### src/rtl/singlecycle_pkg.sv
// singlecycle_pkg: shared types and defaults for the LSU port arbiter.
package singlecycle_pkg;
  typedef enum logic {ARB_IDLE, ARB_BUSY} arb_state_e;
  localparam int LSU_ARB_TIMEOUT_DEF = 255;
endpackage

### src/rtl/lsu_rr_pick.sv
// lsu_rr_pick: combinational round-robin pick of the first valid request after i_last.
module lsu_rr_pick #(
  parameter int NUM_REQ = 2
) (
  input  logic [NUM_REQ-1:0]         i_req,
  input  logic [$clog2(NUM_REQ)-1:0] i_last,
  output logic [$clog2(NUM_REQ)-1:0] o_grant,
  output logic                       o_any
);
  localparam int IW = $clog2(NUM_REQ);
  logic [IW-1:0] idx;
  // Walk from the farthest offset down so the nearest requester after i_last wins.
  always_comb begin
    o_grant = '0;
    o_any = 1'b0;
    idx = '0;
    for (int i = NUM_REQ; i >= 1; i--) begin
      idx = IW'((int'(i_last) + i) % NUM_REQ);
      if (i_req[idx]) begin
        o_grant = idx;
        o_any = 1'b1;
      end
    end
  end
endmodule

### src/rtl/lsu_arbiter.sv
// lsu_arbiter: round-robin share of the single LSU port among NUM_REQ requesters.
// Define LSU_ARB_TIMEOUT_EN to force an error completion after TIMEOUT_CYC stalled BUSY cycles.
module lsu_arbiter
  import singlecycle_pkg::*;
#(
  parameter int NUM_REQ     = 2,
  parameter int TIMEOUT_CYC = LSU_ARB_TIMEOUT_DEF
) (
  input  logic                      i_clk,
  input  logic                      i_rst_n,
  input  logic [NUM_REQ-1:0]        i_req_vld,
  input  logic [NUM_REQ-1:0][31:0]  i_req_addr,
  input  logic [NUM_REQ-1:0][31:0]  i_req_wdata,
  input  logic [NUM_REQ-1:0][3:0]   i_req_strb,
  input  logic [NUM_REQ-1:0]        i_req_wren,
  output logic [NUM_REQ-1:0]        o_req_rdy,
  output logic [NUM_REQ-1:0]        o_req_err,
  output logic [31:0]               o_req_rdata,
  output logic                      o_lsu_vld,
  output logic [31:0]               o_lsu_addr,
  output logic [31:0]               o_lsu_st_data,
  output logic [3:0]                o_lsu_st_strb,
  output logic                      o_lsu_wren,
  input  logic                      i_lsu_ready,
  input  logic [31:0]               i_lsu_ld_data
);
  localparam int IW = $clog2(NUM_REQ);

  if (NUM_REQ < 2 || NUM_REQ > 4 || TIMEOUT_CYC < 1) begin : g_bad_cfg
    $error("lsu_arbiter: unsupported NUM_REQ/TIMEOUT_CYC");
  end

  arb_state_e state_q, state_d;
  logic [IW-1:0] grant_q, grant_d, last_q, last_d, pick, sel;
  logic [NUM_REQ-1:0] rdy_v, err_v;
  logic any, busy, vld, done, to, on;
`ifdef LSU_ARB_TIMEOUT_EN
  localparam int CW = (TIMEOUT_CYC > 255) ? $clog2(TIMEOUT_CYC + 1) : 8;
  logic [CW-1:0] cnt_q, cnt_d;
`endif

  lsu_rr_pick #(.NUM_REQ(NUM_REQ)) u_pick (
    .i_req   (i_req_vld),
    .i_last  (last_q),
    .o_grant (pick),
    .o_any   (any)
  );

  always_comb begin
    busy = state_q == ARB_BUSY;
    sel = busy ? grant_q : pick;
    vld = busy ? i_req_vld[grant_q] : any;
    done = vld & i_lsu_ready;
`ifdef LSU_ARB_TIMEOUT_EN
    cnt_d = busy ? cnt_q + 1'b1 : '0;
    to = busy & vld & ~i_lsu_ready & (cnt_q == CW'(TIMEOUT_CYC - 1));
`else
    to = 1'b0;
`endif
    rdy_v = '0;
    rdy_v[sel] = done | to;
    err_v = '0;
    err_v[sel] = to;
    last_d = (done | to) ? sel : last_q;
    grant_d = (!busy && any) ? pick : grant_q;
    // A locked requester dropping vld abandons the transfer without a completion.
    state_d = (done | to | (busy & ~vld)) ? ARB_IDLE : (any ? ARB_BUSY : state_q);
  end

  always_ff @(posedge i_clk or negedge i_rst_n) begin
    if (!i_rst_n) begin
      state_q <= ARB_IDLE;
      grant_q <= '0;
      last_q <= IW'(NUM_REQ - 1);
    end else begin
      state_q <= state_d;
      grant_q <= grant_d;
      last_q <= last_d;
    end
  end

`ifdef LSU_ARB_TIMEOUT_EN
  always_ff @(posedge i_clk or negedge i_rst_n) begin
    if (!i_rst_n) cnt_q <= '0;
    else cnt_q <= cnt_d;
  end
`endif

  assign on = vld & i_rst_n;
  assign o_lsu_vld = on;
  assign o_lsu_addr = on ? i_req_addr[sel] : '0;
  assign o_lsu_st_data = on ? i_req_wdata[sel] : '0;
  assign o_lsu_st_strb = on ? i_req_strb[sel] : '0;
  assign o_lsu_wren = on & i_req_wren[sel];
  assign o_req_rdy = i_rst_n ? rdy_v : '0;
  assign o_req_err = i_rst_n ? err_v : '0;
  assign o_req_rdata = (done & i_rst_n) ? i_lsu_ld_data : '0;
endmodule
### config.mk
export PLATFORM = sky130hd
export DESIGN_NAME = lsu_arbiter
export DESIGN_NICKNAME = d
export VERILOG_FILES = /design/src/rtl/singlecycle_pkg.sv /design/src/rtl/lsu_rr_pick.sv /design/src/rtl/lsu_arbiter.sv
export SDC_FILE = /design/constraint.sdc
export NUM_CORES = 1
export LEC_CHECK = 0
export ABC_AREA = 1
export CORE_AREA = 4 4 106 108
export DETAILED_ROUTE_END_ITERATION = 8
export DIE_AREA = 0 0 110 112
export PLACE_DENSITY_LB_ADDON = 0.2
export SLEW_MARGIN = 20
export SYNTH_ARGS = -nofsm -noshare
export SYNTH_HDL_FRONTEND = slang
export SYNTH_SLANG_ARGS = --single-unit
### constraint.sdc
create_clock -name i_clk -period 1.5 [get_ports i_clk]
set_clock_uncertainty 0.2 [all_clocks]
set_input_delay 0.15 -clock i_clk [delete_from_list [all_inputs] [get_ports i_clk]]
set_output_delay 0.15 -clock i_clk [all_outputs]
set_load 0.01 [all_outputs]
==> reports/metrics.yaml <==
synth:
  synth_cell_type_count: 16
  ys_warn_count: 0
  synth_top_area_share_pct: 22.29
  syn_inst: 330
  ys_ff_latch: 3
  seq_area_frac_synth_pct: 4.857
  syn_area_per_cell_um2: 4.762
  yosys-top-cells-area: "a21oi_1 (22%), nand3_1 (22%), nand2_1 (18%), nor2_1 (8.4%), inv_1 (7.9%)"
  netlist.top_cell.by_area: "a21oi_1"
  syn_area_mm2: 0.001572
placement:
  gp_congestion: 0.8029
  port_buffers: 278
  dp_hpwl_um: 8961
  place_ws_ns: -0.9602
clock_network:
  cts_tree: "done"
  numClockSinks: 3
  cts_buffers: 3
  clock_latency_ns: 0.22
  cts.clk_slew.worst_paths_ns: 0.03
  cts_hold_buf: 0
  cts-htree-levels: 1
  cts_max_path_buffers: 2
  cts-root-buf: "clkbuf_8"
sta:
  final_max_slew_viol_count: 0
  setup_viol: 105
  rsz0062_at_grt: "yes"
  fin_tns_setup_ns: -44.55
  hold_viol: 0
  fmax_mhz: 499.7
  period_share_pct: 133.4
  layout_setup_ws_ns: -0.5013
  fin_crit_ns: 2.001
drt:
  drt_wl_total_um: 13440
  firstDrtPassIters: 4
  ant_nets: 0
  vias: 3462
  via_per_inst: 4.514
  drtIter0Drc: 163
  wire_per_inst_um: 17.52
  drc: 0
run_status:
  failed_checks: "setup timing"
  status: "finished with violations"
floorplan:
  coreArea_mm2: 0.01023
  initial_core_util_pct: 15.36
  dieHeight_um: 112
  die_w_um: 110
  ios: 281
  rows: 37
  die_area_mm2: 0.01232
grt:
  grt_max_degree: 30
  first_global_vias: 3409
  grt_usage_pct: 18.25
  antenna_found_initial: 0
  overflow: 0
  grt_first_pass_wirelength_um: 17680
min_path:
  hold_class: "primary input to asynchronous set/reset pin"
final_layout:
  n_antenna_cell: 0
  syn2layout_area_growth_pct: 241.8
  layout_commonest_cell: "clkdlybuf4s50_1"
  final_cell_mix: "clkdlybuf4s50_1 (172), buf_2 (90), nand3_1 (67), a21oi_2 (46), inv_1 (33)"
  nNetsFinal: 807
  drive_gt1_share_pct: 45.96
  multi_input_area_mm2: 0.001757
  fill_cells: 1017
  regArea_um2: 76.32
worst_setup_path:
  cp_max_fo: 8
  cp-start-kind: "flip-flop"
  worstSetupPathType: "flip-flop to output port"
  worst_setup_path_end_kind: "output port"
  critPathRequiredTime_ns: 1.15
  startpoint: "last_q$_DFFE_PN1P_"
  crit_arrival_ns: 1.65
  r2r_start: "last_q$_DFFE_PN1P_"
pwr:
  vdd_ir_drop_max_uv: 218.8
  p_total_mw: 2.741
  p_leak_nw: 2.559
  power_density_mw_per_mm2: 510.3
job:
  cap_violations: 0
-- synth_stat cells --
| cell | n |
|---|---|
| nand2_1 | 75 |
| buf_2 | 15 |
| o21ai_0 | 1 |
| inv_2 | 2 |
| nand2_2 | 4 |
| clkbuf_1 | 5 |
| dfrtp_1 | 2 |
| nor2_1 | 35 |
| nand3_2 | 2 |
| conb_1 | 1 |
| inv_1 | 33 |
| a21oi_1 | 70 |
| nand3_1 | 70 |
| buf_4 | 13 |
| o21ai_1 | 1 |
| dfstp_2 | 1 |
-- power by group --
part           switching (mW)  leakage (nW)  total (mW)  internal [mW]
combinational            1.11          2.50        2.39           1.28
sequential             0.0117        0.0349       0.111         0.0989
clock                  0.0553        0.0228       0.237          0.181
total                    1.18          2.56        2.74           1.56
-- cell families (layout without fill, tap and decap cells) --
group	after synthesis	in the layout	synth area share, %
buffers and inverters	68	367	20.54
other	1	2	0.2386
flip-flops	3	3	4.857
AND/OR/NAND/NOR	186	187	51.43
AO/OA/AOI/OAI	72	72	22.93
-- per-layer routing --
layer | global-route usage [%] | share of wire (%) | up-vias
met2 | 36.73 | 56 | 172
met4 | 2.328 | 0.50 | 0
li1 | - | - | 1671
met5 | 0 | 0 | -
met3 | 6.783 | 10 | 4
met1 | 17.42 | 33 | 1615
-- sequential cells by signal, indices dropped and copies added, names as in the netlist --
register and count:
busy 1, grant_q 1, last_q 1
-- worst paths after layout --
kind / slack (ns) / cells after the start / to
min in group i_clk: 0.25 / 3 / busy$_DFFE_PN0P_
hold reg to reg: 0.37 / 2 / grant_q$_DFFE_PN0P_
setup reg to reg: -0.12 / 8 / last_q$_DFFE_PN1P_
setup / recovery: -0.50 / 8 / o_lsu_st_data[20]
hold / removal: 0.20 / 2 / busy$_DFFE_PN0P_
max in group asynchronous: 0.71 / 2 / last_q$_DFFE_PN1P_
-- per-stage QoR --
step / util [%] / hold WS [ns] / instances / instance area [µm²]
final: 52.50 / 0.1987 / 767 / 5371
after global routing: 52.50 / 0.2058 / 767 / 5371
after CTS: 46.35 / 0.2120 / 755 / 4742
after detailed placement: 45.51 / 0.2613 / 731 / 4656
after global placement: 45.51 / 0.2658 / 731 / 4656
after floorplan: - / -0.3456 / 331 / 1677
-- area by class of cell --
class / instances / area share, %
well taps: 136 / 3.168
inverters: 35 / 2.492
multi-input cells: 261 / 32.70
repair buffers: 328 / 59.38
flip-flops and latches: 3 / 1.421
clock buffers: 4 / 0.8386
-- worst max-delay path, stage by stage, from the launching register on --
cell and delay [ns]:
dfstp_2 0.53, nand2_2 0.07, nand3_4 0.10, buf_6 0.15, nand2_8 0.11, clkbuf_16 0.19, nand2_1 0.08, a21oi_2 0.05
buf_2 0.14
-- what timing repair did --
item	4_1_cts	5_1_grt
buffers inserted	11	3
setup endpoints to repair	105	106
gates resized for setup	476	108
pin swaps	12	19
gates cloned	9	10
Note: power is estimated with default switching activity, not from simulation.
